### src/rtl/alu_seq.sv
// rtl/alu_seq.sv - registered ALU with start/done handshake, status flags, shift-add multiplier and sticky halt
module alu_seq #(
    parameter int WIDTH = 8,
    parameter int IMM_W = 4
) (
    input  logic             clk,
    input  logic             rst_n,
    input  logic             start,
    input  logic [3:0]       op,
    input  logic [WIDTH-1:0] alu_in,
    input  logic [WIDTH-1:0] accum,
    output logic             busy,
    output logic             done,
    output logic [WIDTH-1:0] result,
    output logic             zero,
    output logic             neg,
    output logic             carry,
    output logic             ovf,
    output logic             halted
);

    localparam int MSB = WIDTH - 1;
    localparam int CW  = $clog2(WIDTH + 1);

    localparam logic [3:0] OP_NOP = 4'b0000;
    localparam logic [3:0] OP_LDO = 4'b0001;
    localparam logic [3:0] OP_LDA = 4'b0010;
    localparam logic [3:0] OP_STO = 4'b0011;
    localparam logic [3:0] OP_PRE = 4'b0100;
    localparam logic [3:0] OP_ADD = 4'b0101;
    localparam logic [3:0] OP_LDM = 4'b0110;
    localparam logic [3:0] OP_ADN = 4'b0111;
    localparam logic [3:0] OP_INC = 4'b1000;
    localparam logic [3:0] OP_DEC = 4'b1001;
    localparam logic [3:0] OP_JMP = 4'b1010;
    localparam logic [3:0] OP_CLR = 4'b1011;
    localparam logic [3:0] OP_SUB = 4'b1100;
    localparam logic [3:0] OP_MUL = 4'b1101;
    localparam logic [3:0] OP_AND = 4'b1110;
    localparam logic [3:0] OP_HLT = 4'b1111;

    typedef enum logic {S_IDLE, S_MUL} state_t;

    state_t             state;
    logic [2*WIDTH-1:0] mcand;
    logic [WIDTH-1:0]   mplier;
    logic [2*WIDTH-1:0] prod;
    logic [CW-1:0]      cnt;

    logic [WIDTH-1:0]   c_result;
    logic               c_carry;
    logic               c_ovf;
    logic [WIDTH-1:0]   addend;
    logic [WIDTH-1:0]   imm;
    logic [WIDTH:0]     sum_ext;
    logic               is_add;
    logic               is_sub;
    logic [2*WIDTH-1:0] prod_next;

    // Single-cycle datapath; add and subtract share one extended sum for carry/borrow.
    always_comb begin
        c_result = accum;
        c_carry  = 1'b0;
        c_ovf    = 1'b0;
        addend   = '0;
        is_add   = 1'b0;
        is_sub   = 1'b0;
        sum_ext  = '0;
        imm      = '0;
        imm[IMM_W-1:0] = alu_in[IMM_W-1:0];
        case (op)
            OP_NOP, OP_STO, OP_LDM, OP_HLT, OP_MUL: c_result = accum;
            OP_LDO, OP_LDA, OP_PRE, OP_JMP:         c_result = alu_in;
            OP_ADD: begin addend = alu_in;       is_add = 1'b1; end
            OP_ADN: begin addend = imm;          is_add = 1'b1; end
            OP_INC: begin addend = WIDTH'(1);    is_add = 1'b1; end
            OP_DEC: begin addend = WIDTH'(1);    is_sub = 1'b1; end
            OP_SUB: begin addend = alu_in;       is_sub = 1'b1; end
            OP_CLR: c_result = '0;
            OP_AND: c_result = accum & alu_in;
            default: c_result = accum;
        endcase
        if (is_add) begin
            sum_ext  = {1'b0, accum} + {1'b0, addend};
            c_result = sum_ext[WIDTH-1:0];
            c_carry  = sum_ext[WIDTH];
            c_ovf    = (accum[MSB] == addend[MSB]) && (c_result[MSB] != accum[MSB]);
        end else if (is_sub) begin
            sum_ext  = {1'b0, accum} - {1'b0, addend};
            c_result = sum_ext[WIDTH-1:0];
            c_carry  = sum_ext[WIDTH];
            c_ovf    = (accum[MSB] != addend[MSB]) && (c_result[MSB] != accum[MSB]);
        end
    end

    assign prod_next = prod + (mplier[0] ? mcand : '0);

    always_ff @(posedge clk or negedge rst_n) begin
        if (!rst_n) begin
            state  <= S_IDLE;
            mcand  <= '0;
            mplier <= '0;
            prod   <= '0;
            cnt    <= '0;
            busy   <= 1'b0;
            done   <= 1'b0;
            result <= '0;
            zero   <= 1'b0;
            neg    <= 1'b0;
            carry  <= 1'b0;
            ovf    <= 1'b0;
            halted <= 1'b0;
        end else begin
            done <= 1'b0;
            case (state)
                S_IDLE: begin
                    if (start && !halted) begin
                        if (op == OP_MUL) begin
                            mcand  <= {{WIDTH{1'b0}}, accum};
                            mplier <= alu_in;
                            prod   <= '0;
                            cnt    <= '0;
                            busy   <= 1'b1;
                            state  <= S_MUL;
                        end else begin
                            result <= c_result;
                            carry  <= c_carry;
                            ovf    <= c_ovf;
                            zero   <= (c_result == '0);
                            neg    <= c_result[MSB];
                            done   <= 1'b1;
                            if (op == OP_HLT) halted <= 1'b1;
                        end
                    end
                end
                S_MUL: begin
                    prod   <= prod_next;
                    mcand  <= mcand << 1;
                    mplier <= mplier >> 1;
                    cnt    <= cnt + 1'b1;
                    // Last iteration publishes the sum including this cycle's partial product.
                    if (cnt == CW'(WIDTH - 1)) begin
                        result <= prod_next[WIDTH-1:0];
                        carry  <= |prod_next[2*WIDTH-1:WIDTH];
                        ovf    <= 1'b0;
                        zero   <= (prod_next[WIDTH-1:0] == '0);
                        neg    <= prod_next[MSB];
                        done   <= 1'b1;
                        busy   <= 1'b0;
                        state  <= S_IDLE;
                    end
                end
                default: state <= S_IDLE;
            endcase
        end
    end

endmodule
### config.mk
export PLATFORM = sky130hd
export DESIGN_NAME = alu_seq
export DESIGN_NICKNAME = d
export VERILOG_FILES = /design/src/rtl/alu_seq.sv
export SDC_FILE = /design/constraint.sdc
export NUM_CORES = 1
export LEC_CHECK = 0
export CAP_MARGIN = 15
export CORE_ASPECT_RATIO = 0.6
export CORE_MARGIN = 2
export CORE_UTILIZATION = 45
export DETAILED_ROUTE_END_ITERATION = 10
export GPL_ROUTABILITY_DRIVEN = 1
export SYNTH_ARGS = -nofsm -noshare
export SYNTH_HDL_FRONTEND = slang
export SYNTH_SLANG_ARGS = --single-unit
export TNS_END_PERCENT = 50
### constraint.sdc
create_clock -name clk -period 3.25 [get_ports clk]
set_input_delay 0.65 -clock clk [delete_from_list [all_inputs] [get_ports clk]]
set_output_delay 0.65 -clock clk [all_outputs]
set_load 0.02 [all_outputs]
# Word level (Yosys, flattened, before mapping)
# Index checks and enable logic that the tools add are counted.
# Widths: inputs -> output; s select.
totals:
  register_bits: 60
  latchBits: 0
  ram_bits: 0
  mem_bits_ro: 0
  out_inout_bits: 15
  n_memories: 0
op_classes:
  addsub: 4
  multipliers: 0
  n_div: 0
  order_cmp: 0
  n_eq_ne: 22
  shift: 0
  n_mux: 54
  bitwise_logic: 3
  reduce_logical: 16
ops:
  columns: ["op", "n"]
  rows:
  - ["$mux 16", 5]
  - ["$pmux 16 s2", 2]
  - ["$mux 8", 7]
  - ["$pmux 8 s3", 2]
  - ["$eq 4x4->1 const B", 8]
  - ["$pmux 8 s2", 2]
  - ["$mux 1", 26]
  - ["$add 16x16->16", 1]
  - ["$eq 4x3->1 const B", 4]
  - ["$logic_not 8->1", 2]
  - ["$pmux 1 s2", 7]
  - ["$add 8x8->9", 1]
  - ["$sub 8x8->9", 1]
  - ["$and 8x8->8", 1]
  - ["$mux 4", 2]
  - ["$pmux 4 s2", 1]
  - ["$reduce_or 8->1", 1]
  - ["$ne 2x2->1 const B", 3]
  - ["$reduce_and 3->1", 2]
  - ["$reduce_or 2->1", 3]
  - ["$add 4x1->4 const B", 1]
  - ["$eq 4x1->1 const B", 1]
  - ["$eq 4x2->1 const B", 1]
  - ["$reduce_and 4->1", 1]
  - ["9 further kinds", 14]

# Longest topological paths before layout
depth:
  depth_word: 11
  mapped_depth: 16

# Least setup slack after synthesis
# No wires, ideal clock.
synth_path:
  kind: "input -> register"
  startpoint: "in op[2]"
  endpoint: "reg zero"
  arrival_time_ps: 3599
  slack_ps: -444
  stages: 14
  n_path_buf: 3
  cell_sequence: "buf_2 -> clkbuf_1 -> clkbuf_1 -> a21oi_1 -> a31o_2 -> ha_1 -> fa_1 -> nor3b_2 -> o311ai_1 -> and2_1 -> o221ai_1 -> a222oi_1 -> nand4_1 -> o31ai_1"
synth_via:
  elab_chain_cells: 10
  word_cells_on_any_way: 31
  classes_between: "2 x add/sub; 13 x eq/ne; 9 x mux; 7 x reduce/logical"
synth_lines:
  columns: ["element", "line", "source"]
  rows:
  - ["start: declaration", "9", "input logic [3:0] op,"]
  - ["$eq 4x4->1 / $eq 4x3->1 (equally long branches)", "71", "case (op)"]
  - ["$reduce_or 2->1 (no source line)", null, null]
  - ["$pmux 8 s3", "71", null]
  - ["$sub 8x8->9", "89", "sum_ext = {1'b0, accum} - {1'b0, addend};"]
  - ["$mux 8", "88", "end else if (is_sub) begin"]
  - ["$mux 8", "83", "if (is_add) begin"]
  - ["$logic_not 8->1", "129", "zero <= (c_result == '0);"]
  - ["$mux 1", "118", "if (op == OP_MUL) begin"]
  - ["$mux 1", "117", "if (start && !halted) begin"]
  - ["$pmux 1 s2", "115", "case (state)"]
  - ["end signal: assignment", "129", null]
  - ["end signal: assignment", "146", "zero <= (prod_next[WIDTH-1:0] == '0);"]
  - ["end: declaration", "15", "output logic zero,"]
# Parallel ways exist; a longest one is shown, timed or not. The select of a mux whose other input is x is not followed.
# A chain may end at the register's enable or synchronous reset.

# Worst setup path in the final report
layout_path:
  startpoint: "in op[3]"
  endpoint: "reg zero"
# The elaborated chain is that of the path after synthesis.

==> summary.md <==
| Metric | Value |
|---|---|
| Synth Instances | 547 |
| Status | complete, no violations |
| # setup viols final | 0 |
| Synth cell types | 79 |
| DRT Pass-1 Iters | 5 |
| Die ar. | 11080 um2 |
| CP Capture Type | register |
| GPL Wtd Cong | 0.9693 |
| Clk_skew | 0.009615 ns |
| Critical path arrival | 3.32 ns |
| DR vias/cell | just under 6 |
| Worst vdd ir | 400.4 uV |
| Pin count of the biggest net entering global routing | 44 |
| Die Ht | 82.34 um |
| GRT Total Usage | 0.2652 |
| TritonCTS Buffers | 9 |
| Worst-path clk slew | 0.06 ns |
| Number of global-route vias before repair | 4160 |
| Vias | 4477 |
| Routed Antenna Nets | 0 |
| Mapped Area | between 4000 and 5000 um2 |
| Leakage | 2.770 nW |
| Initial antenna violation count | 0 |
| DR iter-0 viols | 538 |
| Clock tree sinks | 59 |
| M1 WL | 7252 um |
| Detailed placer's ending HPWL | 10690 um |
| Post-synthesis async set-or-reset flop share | 1.000 |
| Ant. Diodes | 0 |
| CTS tree | done |
| CP Max Fanout | 6 |
| IO buf count | 37 |
| Max Cap Viol | 0 |
| # DRC | 0 |
| Path type of the worst min-delay path | in2async |
| WHS | 0.3724 ns |
| Worst-margin pin slew | just over 0.9 ns |
| CTS H-tree depth | 3 |
| Initial core utilization | 0.4643 |
| Power density cells | 622.0 nW/um2 |
| Die span in x | 134.6 um |
| Row cnt | 28 |
| Slew margin rel. | 0.3882 |
| Root Buffer | clkbuf_16 |
| Share of layout cells above drive strength 1 | 0.2207 |
| Met3 wire len | 1252 um |
| Final period util | 0.9488 |
| Synth Area per Inst | 8.415 um2 |
| Total core area | 9915 um2 |
| GRT overflow | 0 |
| Slew Limit Fails | 0 |
| Post-synthesis register bit count | 59 |
| Synth warn | 0 |
| Utilization after layout | 0.6042 |
| Sequential-to-total area share from yosys stat | 0.3207 |
| Syn_nets | 605 |
| CP Class | in2reg |
| Final hold vios | 0 |
| Io pins | 38 |
| Worst-case clock buffer depth | 2 |
| WL/cell | 17.98 um |
| Max Freq | between 300 and 400 MHz |
| Post-layout nets | 692 |
| Worst setup SP type | input port |
| Worst path required time | about 3.5 ns |
| Post-Route WL | 13910 um |
| Minimum clock period | around 3 ns |
| Area grow syn2layout | 30.14% |
| Top routing layer in use | met4 |
| Post-synth EDFFs | 0 |
| WL met2 | 5236 um |
| Clock latency on the worst-skew pair | 0.34 ns |
| First-pass GRT wire length | 22380 um |
| Primary FF master, synth | dfrtp_1 |
==> per-stage QoR <==
step,cells,worst slack (ns),setup TNS (ns),cell area [um2],power (mW)
finish,774,0.1665,0,5991,3.726
global route,774,-0.03183,-0.03183,5991,3.996
CTS,768,0.008256,0,5909,3.692
detailed placement,750,-0.6714,-4.569,5523,2.702
global placement,750,-0.5514,-3.972,5523,2.668
floorplan,547,-0.1275,-0.3330,4697,2.234
==> layer usage <==
layer / track usage / up-vias
met1: 0.4186 / 2133
li1: - / 2151
met5: 0 / -
met4: 0.05474 / 0
met2: 0.3480 / 170
met3: 0.07631 / 23
==> worst max-delay path, cell delays in order <==
cell and delay, ns:
buf_4 0.13, buf_4 0.14, nor2b_4 0.13, o21a_4 0.17, nand2_2 0.10, ha_4 0.28, buf_4 0.15, nor3b_4 0.20
o311ai_2 0.14, and2_4 0.16, a221o_1 0.30, a222oi_1 0.35, nand4_1 0.15, o31ai_1 0.26
==> synth_stat cells (3+ instances only) <==
master | instances | share of area
a211oi_1 | 7 | 0.011
a21o_1 | 13 | 0.021
a21oi_1 | 33 | 0.036
a221o_1 | 3 | 0.0065
a221oi_1 | 5 | 0.0095
and2_1 | 19 | 0.026
buf_2 | 8 | 0.0087
clkbuf_1 | 20 | 0.016
dfrtp_1 | 59 | 0.32
fa_1 | 3 | 0.013
ha_1 | 32 | 0.087
inv_1 | 21 | 0.017
mux2i_1 | 15 | 0.033
nand2_1 | 93 | 0.076
nand2b_1 | 4 | 0.0054
nand3_1 | 10 | 0.011
nor2_1 | 25 | 0.020
nor2b_1 | 3 | 0.0041
nor3_1 | 10 | 0.011
nor3b_1 | 4 | 0.0065
o211a_1 | 3 | 0.0065
o211ai_1 | 3 | 0.0049
o21ai_0 | 51 | 0.055
o21bai_1 | 4 | 0.0065
o221ai_1 | 3 | 0.0057
o31a_1 | 5 | 0.0095
o31ai_1 | 4 | 0.0065
o32ai_1 | 3 | 0.0057
or3_1 | 4 | 0.0054
xnor2_1 | 10 | 0.019
xor2_1 | 12 | 0.023
==> state kept, by name (all words and copies together) (netlist names) <==
register  flops
busy          1
carry         1
cnt           4
done          1
halted        1
mcand        16
mplier        8
ovf           1
prod         16
result        8
state         1
zero          1
==> worst paths after layout <==
kind                            slack (ns)       from  depth (start not counted)      to
worst min register to register        0.48       busy                          2    busy
worst min-delay path                  0.37      rst_n                          1   carry
max in group asynchronous             2.25      rst_n                          2  cnt[0]
min in group clk                      0.48       busy                          2    busy
worst max-delay path                  0.17      op[3]                         14    zero
worst max register to register        0.35  mplier[0]                         10   carry
==> cell usage in the layout (no fill, tap or decap), types with 10 or more instances in the layout <==
master	count
nor2_1	24
a21o_1	13
inv_1	20
nand2_1	89
buf_4	72
xor2_1	12
ha_1	25
mux2i_1	15
and2_1	18
o21ai_0	51
dfrtp_1	58
clkdlybuf4s50_1	29
nor3_1	10
xnor2_1	10
a21oi_1	31
==> cells by family after synthesis <==
kind of cell | share of synthesized area
buffers and inverters | 0.05110
multiplexers | 0.03506
adder cells (fa/ha/maj) | 0.1000
AND/OR/NAND/NOR | 0.1981
AO/OA/AOI/OAI | 0.2531
XOR/XNOR | 0.04186
flip-flops | 0.3207
==> what timing repair did <==
action,4_1_cts,5_1_grt
gates resized for setup,21,23
setup endpoints to repair,6,6
setup buffers,2,6
pin swaps,13,13
hold buffers,0,0
==> report_power, final <==
group	internal, mW	switching [mW]
clock network	0.596	0.367
registers	0.932	0.147
logic	0.742	0.942
==> layout make-up <==
cell class	instances	area [um2]
clock buffers	9	225.2
clock inverters	7	78.83
fillers	881	3924
inverters	23	86.33
multi-input cells	433	3058
flip-flops and latches	59	1478
well taps	135	168.9
repair buffers	108	895.9
Power figures use the tool's default switching activity.
